<file path="config.mk">
export PLATFORM = sky130hd
export DESIGN_NAME = segasys1_sndcmd_ctl_flat
export DESIGN_NICKNAME = d
export VERILOG_FILES = /design/src/rtl/segasys1_sndcmd_ctl_if.sv /design/src/rtl/segasys1_sndcmd_ctl.sv /design/src/flat_wrapper.sv
export SDC_FILE = /design/constraint.sdc
export NUM_CORES = 1
export LEC_CHECK = 0
export ABC_AREA = 1
export CORE_ASPECT_RATIO = 1.4
export CORE_MARGIN = 2
export CORE_UTILIZATION = 40
export CTS_CLUSTER_SIZE = 10
export DETAILED_ROUTE_END_ITERATION = 12
export PLACE_DENSITY = 0.62
export REMOVE_ABC_BUFFERS = 1
export SETUP_SLACK_MARGIN = 0.2
export SLEW_MARGIN = 20
export SYNTH_ARGS = -nofsm -noshare
export SYNTH_HDL_FRONTEND = slang
export SYNTH_SLANG_ARGS = --single-unit
</file>
<file path="constraint.sdc">
create_clock -name CLK48M -period 2.1 [get_ports CLK48M]
set_clock_uncertainty 0.1 [all_clocks]
set_input_delay 0.525 -clock CLK48M [delete_from_list [all_inputs] [get_ports CLK48M]]
set_output_delay 0.525 -clock CLK48M [all_outputs]
set_load 0.01 [all_outputs]
</file>
<file path="src/rtl/segasys1_sndcmd_ctl_if.sv">
// Sound-command bus between the main CPU, the command scheduler and the sound CPU.
// The master side drives the CPU strobes and data; the slave side is the scheduler.
interface segasys1_sndcmd_ctl_if #(
    parameter int DEPTH_LOG2 = 2
);
    logic                  MCPU_WR;
    logic [7:0]            MCPU_DO;
    logic                  SCPU_RD;
    logic [7:0]            SCPU_DI;
    logic                  SCPU_NMI;
    logic                  FULL;
    logic                  EMPTY;
    logic [DEPTH_LOG2:0]   COUNT;
    logic [7:0]            DROPCNT;

    modport master (
        output MCPU_WR, MCPU_DO, SCPU_RD,
        input  SCPU_DI, SCPU_NMI, FULL, EMPTY, COUNT, DROPCNT
    );

    modport slave (
        input  MCPU_WR, MCPU_DO, SCPU_RD,
        output SCPU_DI, SCPU_NMI, FULL, EMPTY, COUNT, DROPCNT
    );
endinterface

</file>
<file path="src/rtl/segasys1_sndcmd_ctl.sv">
// System 1 sound-command scheduler: queues main-CPU SNDRQ writes in a small FIFO,
// presents the head byte to the sound CPU and issues exactly one NMI per command,
// with a guaranteed NMI-low gap between consecutive commands.
module segasys1_sndcmd_ctl #(
    parameter int DEPTH_LOG2 = 2,
    parameter int GAP_CYC    = 96
) (
    input  logic                 CLK48M,
    input  logic                 RESETn,
    segasys1_sndcmd_ctl_if.slave bus
);
    localparam int DEPTH = 1 << DEPTH_LOG2;
    localparam int CW    = DEPTH_LOG2 + 1;
    localparam int GAP_W = (GAP_CYC > 1) ? $clog2(GAP_CYC) : 1;
    localparam logic [GAP_W-1:0] GAP_LOAD = GAP_W'(GAP_CYC - 1);

    typedef enum logic [1:0] {
        ST_IDLE,
        ST_ASSERT,
        ST_GAP
    } state_t;

    // Two-stage input sampling plus "seen low since reset" qualifiers
    logic            wr1_reg, wr2_reg, rd1_reg, rd2_reg;
    logic            wr_armed_reg, rd_armed_reg;
    logic [7:0]      do1_reg;

    logic [7:0]            mem [DEPTH];
    logic [DEPTH_LOG2-1:0] rd_ptr_reg, wr_ptr_reg;
    logic [CW-1:0]         count_reg;
    logic                  full_reg, empty_reg;
    logic [7:0]            drop_reg;
    logic [7:0]            di_reg;

    state_t                state_reg;
    logic [GAP_W-1:0]      gap_reg;
    logic                  nmi_reg;

    logic                  push, pop, do_push, do_pop, drop;
    logic [CW-1:0]         count_next;
    logic [DEPTH_LOG2-1:0] rd_ptr_next;
    logic [7:0]            head_next;

    // Sample the CPU strobes; a strobe held high across reset must be seen low before it counts
    always_ff @(posedge CLK48M or negedge RESETn) begin
        if (!RESETn) begin
            wr1_reg      <= 1'b0;
            wr2_reg      <= 1'b0;
            rd1_reg      <= 1'b0;
            rd2_reg      <= 1'b0;
            do1_reg      <= 8'h00;
            wr_armed_reg <= 1'b0;
            rd_armed_reg <= 1'b0;
        end else begin
            wr1_reg      <= bus.MCPU_WR;
            wr2_reg      <= wr1_reg;
            rd1_reg      <= bus.SCPU_RD;
            rd2_reg      <= rd1_reg;
            do1_reg      <= bus.MCPU_DO;
            wr_armed_reg <= wr_armed_reg | ~bus.MCPU_WR;
            rd_armed_reg <= rd_armed_reg | ~rd1_reg;
        end
    end

    // Push on write rising edge, pop at end of sound-CPU read; a full FIFO accepts a push only alongside a pop
    always_comb begin
        push        = wr1_reg & ~wr2_reg & wr_armed_reg;
        pop         = ~rd1_reg & rd2_reg & rd_armed_reg;
        do_pop      = pop & ~empty_reg;
        do_push     = push & (~full_reg | pop);
        drop        = push & full_reg & ~pop;
        count_next  = count_reg + CW'(do_push) - CW'(do_pop);
        rd_ptr_next = rd_ptr_reg + DEPTH_LOG2'(do_pop);
        // When the pushed byte lands in an otherwise empty FIFO it is the new head
        head_next   = (count_reg == CW'(do_pop)) ? do1_reg : mem[rd_ptr_next];
    end

    // FIFO storage, no reset: contents are irrelevant while the pointers say empty
    always_ff @(posedge CLK48M) begin
        if (do_push) begin
            mem[wr_ptr_reg] <= do1_reg;
        end
    end

    // FIFO pointers, occupancy flags, drop counter and the presented command byte
    always_ff @(posedge CLK48M or negedge RESETn) begin
        if (!RESETn) begin
            rd_ptr_reg <= '0;
            wr_ptr_reg <= '0;
            count_reg  <= '0;
            full_reg   <= 1'b0;
            empty_reg  <= 1'b1;
            drop_reg   <= 8'h00;
            di_reg     <= 8'h00;
        end else begin
            rd_ptr_reg <= rd_ptr_next;
            if (do_push) begin
                wr_ptr_reg <= wr_ptr_reg + 1'b1;
            end
            count_reg <= count_next;
            full_reg  <= (count_next == CW'(DEPTH));
            empty_reg <= (count_next == '0);
            if (drop && drop_reg != 8'hFF) begin
                drop_reg <= drop_reg + 8'h01;
            end
            if (count_next != '0) begin
                di_reg <= head_next;
            end
        end
    end

    // NMI sequencer: raise for a waiting command, drop on the read, then enforce the low gap
    always_ff @(posedge CLK48M or negedge RESETn) begin
        if (!RESETn) begin
            state_reg <= ST_IDLE;
            gap_reg   <= '0;
            nmi_reg   <= 1'b0;
        end else begin
            case (state_reg)
                ST_IDLE: begin
                    if (!empty_reg) begin
                        state_reg <= ST_ASSERT;
                        nmi_reg   <= 1'b1;
                    end
                end
                ST_ASSERT: begin
                    if (pop) begin
                        state_reg <= ST_GAP;
                        gap_reg   <= GAP_LOAD;
                        nmi_reg   <= 1'b0;
                    end
                end
                ST_GAP: begin
                    if (gap_reg == '0) begin
                        state_reg <= ST_IDLE;
                    end else begin
                        gap_reg <= gap_reg - 1'b1;
                    end
                end
                default: begin
                    state_reg <= ST_IDLE;
                    nmi_reg   <= 1'b0;
                end
            endcase
        end
    end

    assign bus.SCPU_DI  = di_reg;
    assign bus.SCPU_NMI = nmi_reg;
    assign bus.FULL     = full_reg;
    assign bus.EMPTY    = empty_reg;
    assign bus.COUNT    = count_reg;
    assign bus.DROPCNT  = drop_reg;
endmodule

</file>
<file path="src/flat_wrapper.sv">
// flat-port wrapper written by rule: the top's interface ports become plain ports
module segasys1_sndcmd_ctl_flat 
#(
    parameter int DEPTH_LOG2 = 2,
    parameter int GAP_CYC    = 96
)
  (CLK48M, RESETn, bus_MCPU_WR, bus_MCPU_DO, bus_SCPU_RD, bus_SCPU_DI, bus_SCPU_NMI, bus_FULL, bus_EMPTY, bus_COUNT, bus_DROPCNT);
  segasys1_sndcmd_ctl_if #(.DEPTH_LOG2(DEPTH_LOG2)) bus_i ();
  input  logic CLK48M;
  input  logic RESETn;
  input wire logic [$bits(bus_i.MCPU_WR)-1:0] bus_MCPU_WR;
  input wire logic [$bits(bus_i.MCPU_DO)-1:0] bus_MCPU_DO;
  input wire logic [$bits(bus_i.SCPU_RD)-1:0] bus_SCPU_RD;
  output wire logic [$bits(bus_i.SCPU_DI)-1:0] bus_SCPU_DI;
  output wire logic [$bits(bus_i.SCPU_NMI)-1:0] bus_SCPU_NMI;
  output wire logic [$bits(bus_i.FULL)-1:0] bus_FULL;
  output wire logic [$bits(bus_i.EMPTY)-1:0] bus_EMPTY;
  output wire logic [$bits(bus_i.COUNT)-1:0] bus_COUNT;
  output wire logic [$bits(bus_i.DROPCNT)-1:0] bus_DROPCNT;
  assign bus_i.MCPU_WR = bus_MCPU_WR;
  assign bus_i.MCPU_DO = bus_MCPU_DO;
  assign bus_i.SCPU_RD = bus_SCPU_RD;
  assign bus_SCPU_DI = bus_i.SCPU_DI;
  assign bus_SCPU_NMI = bus_i.SCPU_NMI;
  assign bus_FULL = bus_i.FULL;
  assign bus_EMPTY = bus_i.EMPTY;
  assign bus_COUNT = bus_i.COUNT;
  assign bus_DROPCNT = bus_i.DROPCNT;
  segasys1_sndcmd_ctl #(.DEPTH_LOG2(DEPTH_LOG2), .GAP_CYC(GAP_CYC)) u_core (.CLK48M(CLK48M), .RESETn(RESETn), .bus(bus_i));
endmodule
</file>
Word-level counts from Yosys, hierarchy flattened
Memories as Yosys holds them, arrays and structs flattened.
Cells that the tools add are included.
{"block": "totals", "reg_bits": 49, "ram_bits": 32, "input_bits": 12, "output_inout_bits": 22, "elab_cells": 73, "n_memories": 1}
{"name": "u_core.mem", "depth": 4, "word_bits": 8, "rd": 1, "rd_ports_with_merged_regs": 0, "wr": 1, "line_no": "segasys1_sndcmd_ctl.sv:28", "source": "logic [7:0] mem [DEPTH];"}
{"block": "classes", "addsub": 6, "n_eq_ne": 9, "muxes": 13, "bitwise_logic": 18, "n_reduce_logical": 9}
{"cell": "7-bit 2-to-1 mux", "n": 2}
{"cell": "7-bit case mux with 2 select lines", "n": 1}
{"cell": "3-bit AND reduction", "n": 3}
{"cell": "8-bit by 1-bit adder with 8-bit output (second input constant)", "n": 1}
{"cell": "1-bit AND", "n": 8}
{"cell": "8-bit 2-to-1 mux", "n": 1}
{"cell": "8-bit inequality test (second input constant)", "n": 1}
{"cell": "7-bit logical NOT", "n": 1}
{"cell": "1-bit NOT", "n": 7}
{"cell": "7-bit by 1-bit subtractor with 7-bit output (second input constant)", "n": 1}
{"cell": "2-bit 2-to-1 mux", "n": 3}
{"cell": "2-bit case mux with 3 select lines", "n": 1}
{"cell": "1-bit 2-to-1 mux", "n": 4}
{"cell": "2-bit by 1-bit inequality test with 1-bit output (second input constant)", "n": 2}
{"cell": "2-bit inequality test (second input constant)", "n": 2}
{"cell": "3-bit by 1-bit adder with 3-bit output", "n": 1}
{"cell": "3-bit by 1-bit equality test with 1-bit output", "n": 1}
{"cell": "3-bit equality test (second input constant)", "n": 1}
{"cell": "3-bit logical NOT", "n": 1}
{"cell": "1-bit OR", "n": 3}
{"cell": "1-bit case mux with 3 select lines", "n": 1}
{"cell": "3-bit nonzero test", "n": 1}
{"cell": "3-bit by 1-bit subtractor with 3-bit output", "n": 1}
{"cell": "2-bit by 1-bit adder with 2-bit output", "n": 1}
{"cell": "other kinds (6)", "n": 6}

Logic depth before layout (Yosys ltp)
Gate-level depths: netlist of run 1.
{"block": "depth", "word_depth": 8, "ltp_mapped": 15, "ltp_nobuf": 13}

Worst setup path after synthesis of run 1
OpenSTA, ideal clock, no wires.
{"block": "synth_path", "kind": "register to register", "start": "register u_core.empty_reg (netlist: u_core.bus.EMPTY)", "end": "register u_core.di_reg[0] (netlist: u_core.bus.SCPU_DI[0])", "setup_ns": 0.065, "arrival_ns": 2.124, "t_required_ns": 1.935, "path_slack_ns": -0.189, "path_stages_with_launch": 11, "path_buffers": 0, "period_less_slack_ns": 2.289, "path_cell_list": "dfstp_2 nor2_1 ha_1 inv_1 ha_1 fa_1 nor2_1 nand3_4 inv_4 nand2_1 nand2_1"}
{"block": "synth_between", "word_cells_on_any_way": 8, "classes_between": "add/sub (2); eq/ne (1); mux (1); bitwise (2); reduce/logical (1); memory (1)"}
{"element": "start: declaration", "line_no": "segasys1_sndcmd_ctl.sv:31", "source": "logic full_reg, empty_reg;"}
{"element": "start signal: assignment", "line_no": "segasys1_sndcmd_ctl.sv:102", "source": "empty_reg <= (count_next == '0);"}
{"element": "1-bit NOT", "line_no": "segasys1_sndcmd_ctl.sv:69", "source": "do_pop = pop & ~empty_reg;"}
{"element": "1-bit AND", "line_no": "segasys1_sndcmd_ctl.sv:69"}
{"element": "3-bit by 1-bit subtractor with 3-bit output", "line_no": "segasys1_sndcmd_ctl.sv:72", "source": "count_next = count_reg + CW'(do_push) - CW'(do_pop);"}
{"element": "net u_core.count_next[1]", "line_no": "segasys1_sndcmd_ctl.sv:40", "source": "logic [CW-1:0] count_next;"}
{"element": "3-bit nonzero test", "line_no": "segasys1_sndcmd_ctl.sv:106", "source": "if (count_next != '0) begin"}
{"element": "end signal: assignment", "line_no": "segasys1_sndcmd_ctl.sv:107", "source": "di_reg <= head_next;"}
{"element": "end: declaration", "line_no": "segasys1_sndcmd_ctl.sv:33", "source": "logic [7:0] di_reg;"}
The timed path passes the listed nets, and every way through them passes these cells.
A chain may end at the register's enable or synchronous reset.

Final worst setup path of run 1
{"block": "layout_path", "start": "register u_core.empty_reg (netlist: u_core.bus.EMPTY)", "end": "register u_core.di_reg[4] (netlist: u_core.bus.SCPU_DI[4])"}
Same word-level chain as after synthesis.

==> results.yml, run 1 <==
floorplan:
  design.core.area_um2: 8658
  die_h_um: 116.0
  fp.dieW_um: 83.97
  boundaryPins: 34
  num_rows: 40
  start_util_pct: 41.36
  dieArea_um2: 9736
clock_network:
  clock_latency_ns: 0.33
  path_clk_slew_ns: 0.06
  htree_num_levels: 3
  cts_root_buf: "clkbuf_16"
  clkSinkCount: 81
  numCtsBuffers: 9
  clock_path_buffers: 2
  cts_tree: "yes"
  hold_buffers: 0
cells_and_area:
  multi_input_area_um2: 1309
  antenna_cells: 0
  largest_reg_flops: 32
  seq_area_um2: 2192
  nets: 484
  drive_above_1_share_pct: 20.56
  nFillCells: 778
  top_register: "u_core.mem"
  area_growth_pct: 32.81
  stdcell_area_um2: 4756
logic_synthesis:
  synth_edf_count: 32
  postSynthCellCount: 381
  yosys_warnings: 0
  avgSynthCellArea_um2: 9.399
  yosysUniqueCellTypes: 27
  synthFlopType: "dfrtp_1"
  synth-seq-cells: 81
  syn_area_um2: 3581
  async_reset_ff_share_pct: 60.49
  ys_seq_area_share_pct: 61.11
critical_path:
  crit_path_max_fanout: 5
  critPathCapture: "u_core.bus.SCPU_DI[4]"
  worstPathArrival_ns: 2.45
  rr_endpoint: "u_core.bus.SCPU_DI[4]"
  r2r_slack_ns: -0.23
  cp-start-kind: "register"
  startpoint: "u_core.bus.EMPTY"
  r2r-start: "u_core.bus.EMPTY"
  required_ns: 2.22
  rr_worst_depth: 10
  path_class: "reg -> reg"
  crit_path_end_kind: "register"
hold_path:
  hold_path.class: "in -> async"
global_route:
  grtUsageTotal_pct: 16.68
  grt_pass1_vias: 2694
  grt_overflow: 0
  grt_pass1_wl_mm: 12.63
  antenna_found_initial: 0
  grt_max_degree: 27
timing:
  rsz0062_at_grt: "yes"
  slew_headroom_pct: 61.12
  drv_slew: 0
  finalSetupViolCount: 11
  worst_slack_ns: -0.2295
  min_period_over_period_pct: 110.9
  worst_slew_pin_slew_ns: 0.5832
  fin_crit_ns: 2.329
  max_freq_ghz: 0.4293
  whs_ns: 0.09400
  fin_tns_setup_ns: -1.908
  finalHoldViolCount: 0
detailed_routing:
  postRouteAntennaNets: 0
  dr.pass1.iters: 4
  wl_per_cell_um: 13.18
  vias_per_cell: 4.654
  drt_iter0_drc: 68
  vias: 2662
  routed_wl_mm: 7.538
  drc: 0
place:
  dp_hpwl_mm: 4.913
  placed_area_um2: 4214
  place_congestion: 0.7835
  port_buffers: 33
outcome:
  violations: "negative setup slack"
  status: "complete, but fails checks"
power_and_ir_drop:
  leakagePower_nw: 2.363
  power_w: 0.006546
  vdd_ir_drop_max_mv: 0.7957
  power.density_nw_per_um2: 1377
flow_run:
  drv_cap: 0
routing by layer:
| layer | vias to the layer above | global-route usage, % | part of all wire, % |
|---|---|---|---|
| li1 | 1355 | - | - |
| met1 | 1261 | 19.05 | 42 |
| met2 | 38 | 30.13 | 54 |
| met3 | 8 | 4.274 | 3.0 |
| met4 | 0 | 6.344 | 1.6 |
| met5 | - | 0 | 0 |
through the flow:
| stage | utilization (%) | instances | worst slack [ns] |
|---|---|---|---|
| 5_1_grt | 54.93 | 572 | -0.3195 |
| 4_1_cts | 53.69 | 569 | -0.2043 |
| 6_report | 54.93 | 572 | -0.2295 |
| 2_1_floorplan | - | 378 | -0.1890 |
| 3_5_place_dp | 48.67 | 539 | -0.3041 |
| 3_3_place_gp | 48.67 | 539 | -0.1994 |
worst min-delay path by stage:
stage / startpoint / to / slack [ns]
after CTS: RESETn / u_core.gap_reg[0] / 0.10
after global placement: u_core.rd1_reg / u_core.rd2_reg / 0.26
after detailed placement: u_core.rd1_reg / u_core.rd2_reg / 0.26
after global routing: RESETn / u_core.gap_reg[0] / 0.13
final: RESETn / u_core.gap_reg[0] / 0.09
after floorplan: RESETn / u_core.bus.COUNT[0] / 0.13
cells in the final DEF, fill, tap and decap left out, types with 3 or more instances in the layout:
| master | count |
|---|---|
| nand2_1 | 179 |
| dfrtp_1 | 45 |
| buf_4 | 32 |
| edfxtp_1 | 32 |
| inv_1 | 29 |
| clkdlybuf4s50_1 | 18 |
| nor2_1 | 15 |
| nand3_1 | 15 |
| nand2_2 | 10 |
| clkbuf_16 | 9 |
| ha_1 | 7 |
| dlygate4sd2_1 | 7 |
| o21ai_0 | 6 |
| dlymetal6s2s_1 | 6 |
| inv_2 | 5 |
| nand3_2 | 3 |
| nor2_4 | 3 |
| or2_2 | 3 |
| xor2_1 | 3 |
| nand4_1 | 3 |
| clkbuf_1 | 3 |
| buf_6 | 3 |
| buf_12 | 3 |
| dfrtp_2 | 3 |
cells in the mapped netlist, types with 2 or more instances:
cell type,count,area [um2]
nand2_2,3,18.77
xor2_1,3,26.28
or2_2,3,18.77
inv_4,2,12.51
buf_6,3,33.78
dfrtp_1,48,1201
nand3_1,17,85.08
inv_2,2,7.510
ha_1,9,112.6
nor2_1,17,63.81
nand2_1,187,701.9
nand4_2,2,25.02
o21ai_0,6,30.03
inv_1,32,120.1
xnor2_1,2,17.52
nand4_1,3,18.77
edfxtp_1,32,960.9
cells by family after synthesis:
logic type / after synthesis / synth area share [%]
AO/OA/AOI/OAI: 7 / 1.048
XOR/XNOR: 5 / 1.223
adder cells (fa/ha/maj): 10 / 3.704
buffers and inverters: 40 / 5.101
flip-flops: 81 / 61.11
AND/OR/NAND/NOR: 238 / 27.81
what timing repair did:
action / in CTS / in global routing
endpoints found under the hold margin: 0 / 0
gates resized for setup: 22 / 25
setup endpoints to repair: 24 / 15
setup buffers: 12 / 3
pin swaps: 13 / 8
gates cloned: 2 / 0
where the power goes:
| group | internal (W) | switching [W] | total [W] |
|---|---|---|---|
| Clock | 0.00104 | 0.000580 | 0.00162 |
| Combinational | 0.00117 | 0.00153 | 0.00270 |
| Sequential | 0.00200 | 0.000226 | 0.00223 |
worst max-delay path, cell delays in order (launching register included):
cell        delay [ns]
dfstp_2           0.56
nor2_4            0.06
ha_4              0.27
inv_2             0.04
ha_4              0.14
fa_2              0.56
nor2_4            0.07
nand3_4           0.13
clkinvlp_4        0.15
nand2_1           0.08
nand2_1           0.04
cell type report:
cell class | count | share of cell area (%)
clock buffer | 12 | 4.972
clock inverter | 4 | 1.473
inverter | 37 | 3.131
multi-input combinational | 261 | 27.52
sequential | 81 | 46.09
tap | 105 | 2.762
timing repair buffer | 71 | 13.89
timing repair inverter | 1 | 0.1579
Note: power is estimated with default switching activity, not from simulation.
==> run 2, diff against run 1 <==
--- a/config.mk
+++ b/config.mk
@@ -7,7 +7,7 @@
 export LEC_CHECK = 0
 export ABC_AREA = 1
 export CORE_ASPECT_RATIO = 1.4
-export CORE_MARGIN = 2
+export CORE_MARGIN = 3
 export CORE_UTILIZATION = 40
 export CTS_CLUSTER_SIZE = 10
 export DETAILED_ROUTE_END_ITERATION = 12
==> results.yml, run 2 (synthesis results as in run 1) <==
outcome:
  status: "complete, but fails checks"
  violations: "negative setup slack"
timing:
  whs_ns: 0.07551
  rsz0062_at_grt: "yes"
  min_period_over_period_pct: 108.2
  finalSetupViolCount: 11
  worst_slew_pin_slew_ns: 0.3303
  finalHoldViolCount: 0
  worst_slack_ns: -0.1729
  fin_crit_ns: 2.273
  slew_headroom_pct: 77.92
  max_freq_ghz: 0.4400
  drv_slew: 0
floorplan:
  design.core.area_um2: 8658
  num_rows: 40
  fp.dieW_um: 85.97
  die_h_um: 118.0
  boundaryPins: 34
  start_util_pct: 41.36
  dieArea_um2: 10140
power_and_ir_drop:
  vdd_ir_drop_max_mv: 0.6495
  leakagePower_nw: 2.393
  power.density_nw_per_um2: 1383
detailed_routing:
  maxUsedRoutingLayer: "met4"
  drt_iter0_drc: 108
  vias_per_cell: 4.709
  route.met3.wl_um: 267
  vias: 2698
  dr.pass1.iters: 4
  postRouteAntennaNets: 0
  wl_per_cell_um: 13.25
  drc: 0
  m1WireLength_mm: 3.003
  wl_met2_mm: 4.172
  routed_wl_mm: 7.594
cells_and_area:
  nets: 485
  drive_above_1_share_pct: 21.58
  stdcell_count: 573
  final_common_cell: "nand2_1"
  antenna_cells: 0
  area_growth_pct: 33.68
  largest_reg_flops: 32
  top_register: "u_core.mem"
  final_cell_mix: "nand2_1 (177), dfrtp_1 (45), buf_4 (34), edfxtp_1 (32), inv_1 (30)"
clock_network:
  numCtsBuffers: 9
  clock_latency_ns: 0.33
  clock_path_buffers: 2
  cts_root_buf: "clkbuf_16"
  path_clk_slew_ns: 0.06
  clkSinkCount: 81
  cts_tree: "yes"
  htree_num_levels: 3
critical_path:
  crit_path_end_kind: "register"
  required_ns: 2.27
  crit_path_max_fanout: 3
  worstPathArrival_ns: 2.44
  path_class: "reg -> reg"
  cp-start-kind: "register"
global_route:
  grt_pass1_vias: 2707
  grtUsageTotal_pct: 16.21
  grt_pass1_wl_mm: 12.77
  grt_max_degree: 50
  grt_overflow: 0
  antenna_found_initial: 0
place:
  place_congestion: 0.8167
  place_ws_ns: -0.3367
  dp_hpwl_mm: 4.958
  port_buffers: 33
  dp_cells: 537
flow_run:
  drv_cap: 0
hold_path:
  hold_path.class: "in -> async"
[run 2: per-layer routing]
metal	vias to the layer above	track usage [%]
met2	46	28.04
met4	0	7.228
li1	1366	-
met5	-	0
met3	10	3.641
met1	1276	18.74
[run 2: final timing paths]
check                                      end  cells after the start              from  slack [ns]
setup / recovery           u_core.bus.COUNT[2]                     10  u_core.bus.EMPTY       -0.17
hold / removal               u_core.gap_reg[6]                      2            RESETn        0.08
setup reg to reg           u_core.bus.COUNT[2]                     10  u_core.bus.EMPTY       -0.17
hold reg to reg                 u_core.wr2_reg                      0    u_core.wr1_reg        0.28
max in group asynchronous     u_core.bus.EMPTY                      2            RESETn        1.55
min in group CLK48M             u_core.wr2_reg                      0    u_core.wr1_reg        0.28
[run 2: what timing repair did]
item                                    in CTS  in global routing
buffers inserted                            12                  6
gates resized for setup                     27                 27
gates cloned                                 2                  0
endpoints found under the setup margin      24                 17
hold buffers                                 0                  0
endpoints found under the hold margin        0                  0
pin swaps                                   15                  7
[run 2: per-stage QoR]
stage | utilization, % | cell area (um2) | total power (W) | TNS, ns
after floorplan | - | 3547 | 0.003587 | -1.641
after global placement | 48.35 | 4187 | 0.004513 | -1.842
after detailed placement | 48.35 | 4187 | 0.004585 | -3.026
after CTS | 53.71 | 4651 | 0.006474 | -2.097
after global routing | 55.29 | 4787 | 0.007140 | -2.448
final | 55.29 | 4787 | 0.006622 | -1.617
[run 2: layout make-up]
cell class	instances	area [um2]
Fill cell	783	3871
Clock buffer	11	242.7
Sequential cell	81	2192
Multi-Input combinational cell	261	1321
Inverter	37	156.4
Timing Repair Buffer	72	658.1
Timing Repair inverter	1	6.256
Clock inverter	5	78.83
Tap cell	105	131.4
[run 2: critical path, stage by stage, from the launching register on]
cell,delay (ns)
dfstp_2,0.56
nor2_4,0.05
ha_4,0.28
inv_4,0.04
ha_4,0.15
fa_2,0.33
nand3b_1,0.26
buf_4,0.20
buf_6,0.11
buf_6,0.10
nand2_2,0.04
[run 2: where the power goes]
| group | total, W | leakage, nW | internal [W] | switching [W] |
|---|---|---|---|---|
| Clock | 0.00167 | 0.159 | 0.00107 | 0.000595 |
| Sequential | 0.00222 | 0.876 | 0.00200 | 0.000218 |
| Combinational | 0.00274 | 1.36 | 0.00119 | 0.00155 |
| Total | 0.00662 | 2.39 | 0.00426 | 0.00236 |
==> run 3, diff against run 2 <==
--- a/config.mk
+++ b/config.mk
@@ -8,10 +8,10 @@
 export ABC_AREA = 1
 export CORE_ASPECT_RATIO = 1.4
 export CORE_MARGIN = 3
-export CORE_UTILIZATION = 40
+export CORE_UTILIZATION = 51
 export CTS_CLUSTER_SIZE = 10
 export DETAILED_ROUTE_END_ITERATION = 12
-export PLACE_DENSITY = 0.62
+export PLACE_DENSITY = 0.76
 export REMOVE_ABC_BUFFERS = 1
 export SETUP_SLACK_MARGIN = 0.2
 export SLEW_MARGIN = 20
==> results.yml, run 3 (synthesis results as in run 1) <==
outcome:
  status: "complete, but fails checks"
  violations: "negative setup slack"
clock_network:
  path_clk_slew_ns: 0.09
  clkSinkCount: 81
  clock_latency_ns: 0.36
  cts_tree: "yes"
  numCtsBuffers: 9
  htree_num_levels: 3
  clock_path_buffers: 2
  cts_root_buf: "clkbuf_8"
  hold_buffers: 0
cells_and_area:
  drive_above_1_share_pct: 18.18
  final_cell_mix: "nand2_1 (186), dfrtp_1 (46), edfxtp_1 (32), inv_1 (30), buf_4 (30)"
  antenna_cells: 0
  nets: 479
  largest_reg_flops: 32
  top_register: "u_core.mem"
  final_common_cell: "nand2_1"
  area_growth_pct: 26.87
  nFillCells: 545
  stdcell_count: 554
critical_path:
  path_class: "reg -> reg"
  crit_path_max_fanout: 5
  crit_path_end_kind: "register"
  crit_buf_inv: 2
  worst_path_max_delay_cell: "dfstp_2"
  crit_chain: "nor2_4 > ha_4 > inv_2 > ha_4 > fa_2 > nand3b_1 > nand3_4 > clkinvlp_4 > nand2_1 > nand2_1"
  max_stage_delay_ns: 0.57
  worstPathArrival_ns: 2.43
  crit_family: "adder cells"
  cp-start-kind: "register"
  required_ns: 2.27
power_and_ir_drop:
  power_w: 0.005739
  vdd_ir_drop_max_mv: 0.7769
  power.density_nw_per_um2: 1263
  leakagePower_nw: 2.343
global_route:
  grt_pass1_wl_mm: 12.16
  grtUsageTotal_pct: 19.35
  grt_max_degree: 27
  grt_pass1_vias: 2638
  antenna_found_initial: 0
  grt_overflow: 0
detailed_routing:
  wl_per_cell_um: 12.79
  routed_wl_mm: 7.085
  postRouteAntennaNets: 0
  vias_per_cell: 4.767
  vias: 2641
  dr.pass1.iters: 4
  drt_iter0_drc: 144
  drc: 0
floorplan:
  design.core.area_um2: 6700
  num_rows: 35
  die_h_um: 105.1
  dieArea_um2: 8077
  boundaryPins: 34
  start_util_pct: 53.45
  fp.dieW_um: 76.82
timing:
  fin_tns_setup_ns: -1.372
  whs_ns: 0.04533
  worst_slew_pin_slew_ns: 0.5706
  slew_headroom_pct: 61.96
  finalSetupViolCount: 10
  worst_slack_ns: -0.1660
  min_period_over_period_pct: 107.9
  finalHoldViolCount: 0
  drv_slew: 0
  rsz0062_at_grt: "yes"
  fin_crit_ns: 2.266
  max_freq_ghz: 0.4413
place:
  port_buffers: 33
  dp_cells: 524
  place_congestion: 0.8080
  dp_hpwl_mm: 4.691
flow_run:
  drv_cap: 0
hold_path:
  hold_path.class: "in -> async"
-- run 3: power breakdown --
part           total (W)  internal [W]  switching (W)
Sequential       0.00219       0.00199       0.000197
Combinational    0.00250       0.00105        0.00146
Clock            0.00105      0.000437       0.000609
-- run 3: path summary, 6_finish.rpt --
path	depth (start not counted)	slack (ns)	to	start
worst max register to register	10	-0.17	u_core.bus.SCPU_DI[7]	u_core.bus.EMPTY
worst min-delay path	1	0.05	u_core.bus.COUNT[2]	RESETn
worst min register to register	0	0.29	u_core.wr2_reg	u_core.wr1_reg
min in group CLK48M	0	0.29	u_core.wr2_reg	u_core.wr1_reg
max in group asynchronous	2	1.30	u_core.bus.DROPCNT[3]	RESETn
worst max-delay path	10	-0.17	u_core.bus.SCPU_DI[7]	u_core.bus.EMPTY
-- run 3: repair_timing --
action	CTS	global route
setup buffers	12	0
cloned	2	0
endpoints found under the setup margin	27	24
gates resized for setup	24	17
pin swaps	10	7
-- run 3: area by class of cell --
| type | instances | area [um2] | area share, % |
|---|---|---|---|
| Timing Repair Buffer | 66 | 621.8 | 13.69 |
| Inverter | 37 | 148.9 | 3.277 |
| Sequential cell | 81 | 2191 | 48.22 |
| Clock inverter | 7 | 53.80 | 1.184 |
| Timing Repair inverter | 1 | 7.507 | 0.1652 |
| Tap cell | 92 | 115.1 | 2.534 |
| Multi-Input combinational cell | 261 | 1281 | 28.20 |
| Clock buffer | 9 | 123.9 | 2.727 |
-- run 3: metal layers --
metal	up-vias	part of all wire (%)	track usage, %
met5	-	0	0
met4	0	2.7	9.845
met3	14	3.0	3.103
met2	39	53	33.35
met1	1235	41	23.16
li1	1353	-	-
-- run 3: metrics by stage --
| stage | area [um2] | util [%] | setup WS, ns |
|---|---|---|---|
| 2_1_floorplan | 3547 | - | -0.1890 |
| 3_3_place_gp | 4183 | 62.43 | -0.2035 |
| 3_5_place_dp | 4183 | 62.43 | -0.3497 |
| 4_1_cts | 4487 | 66.97 | -0.1770 |
| 5_1_grt | 4543 | 67.81 | -0.3299 |
| 6_report | 4543 | 67.81 | -0.1660 |
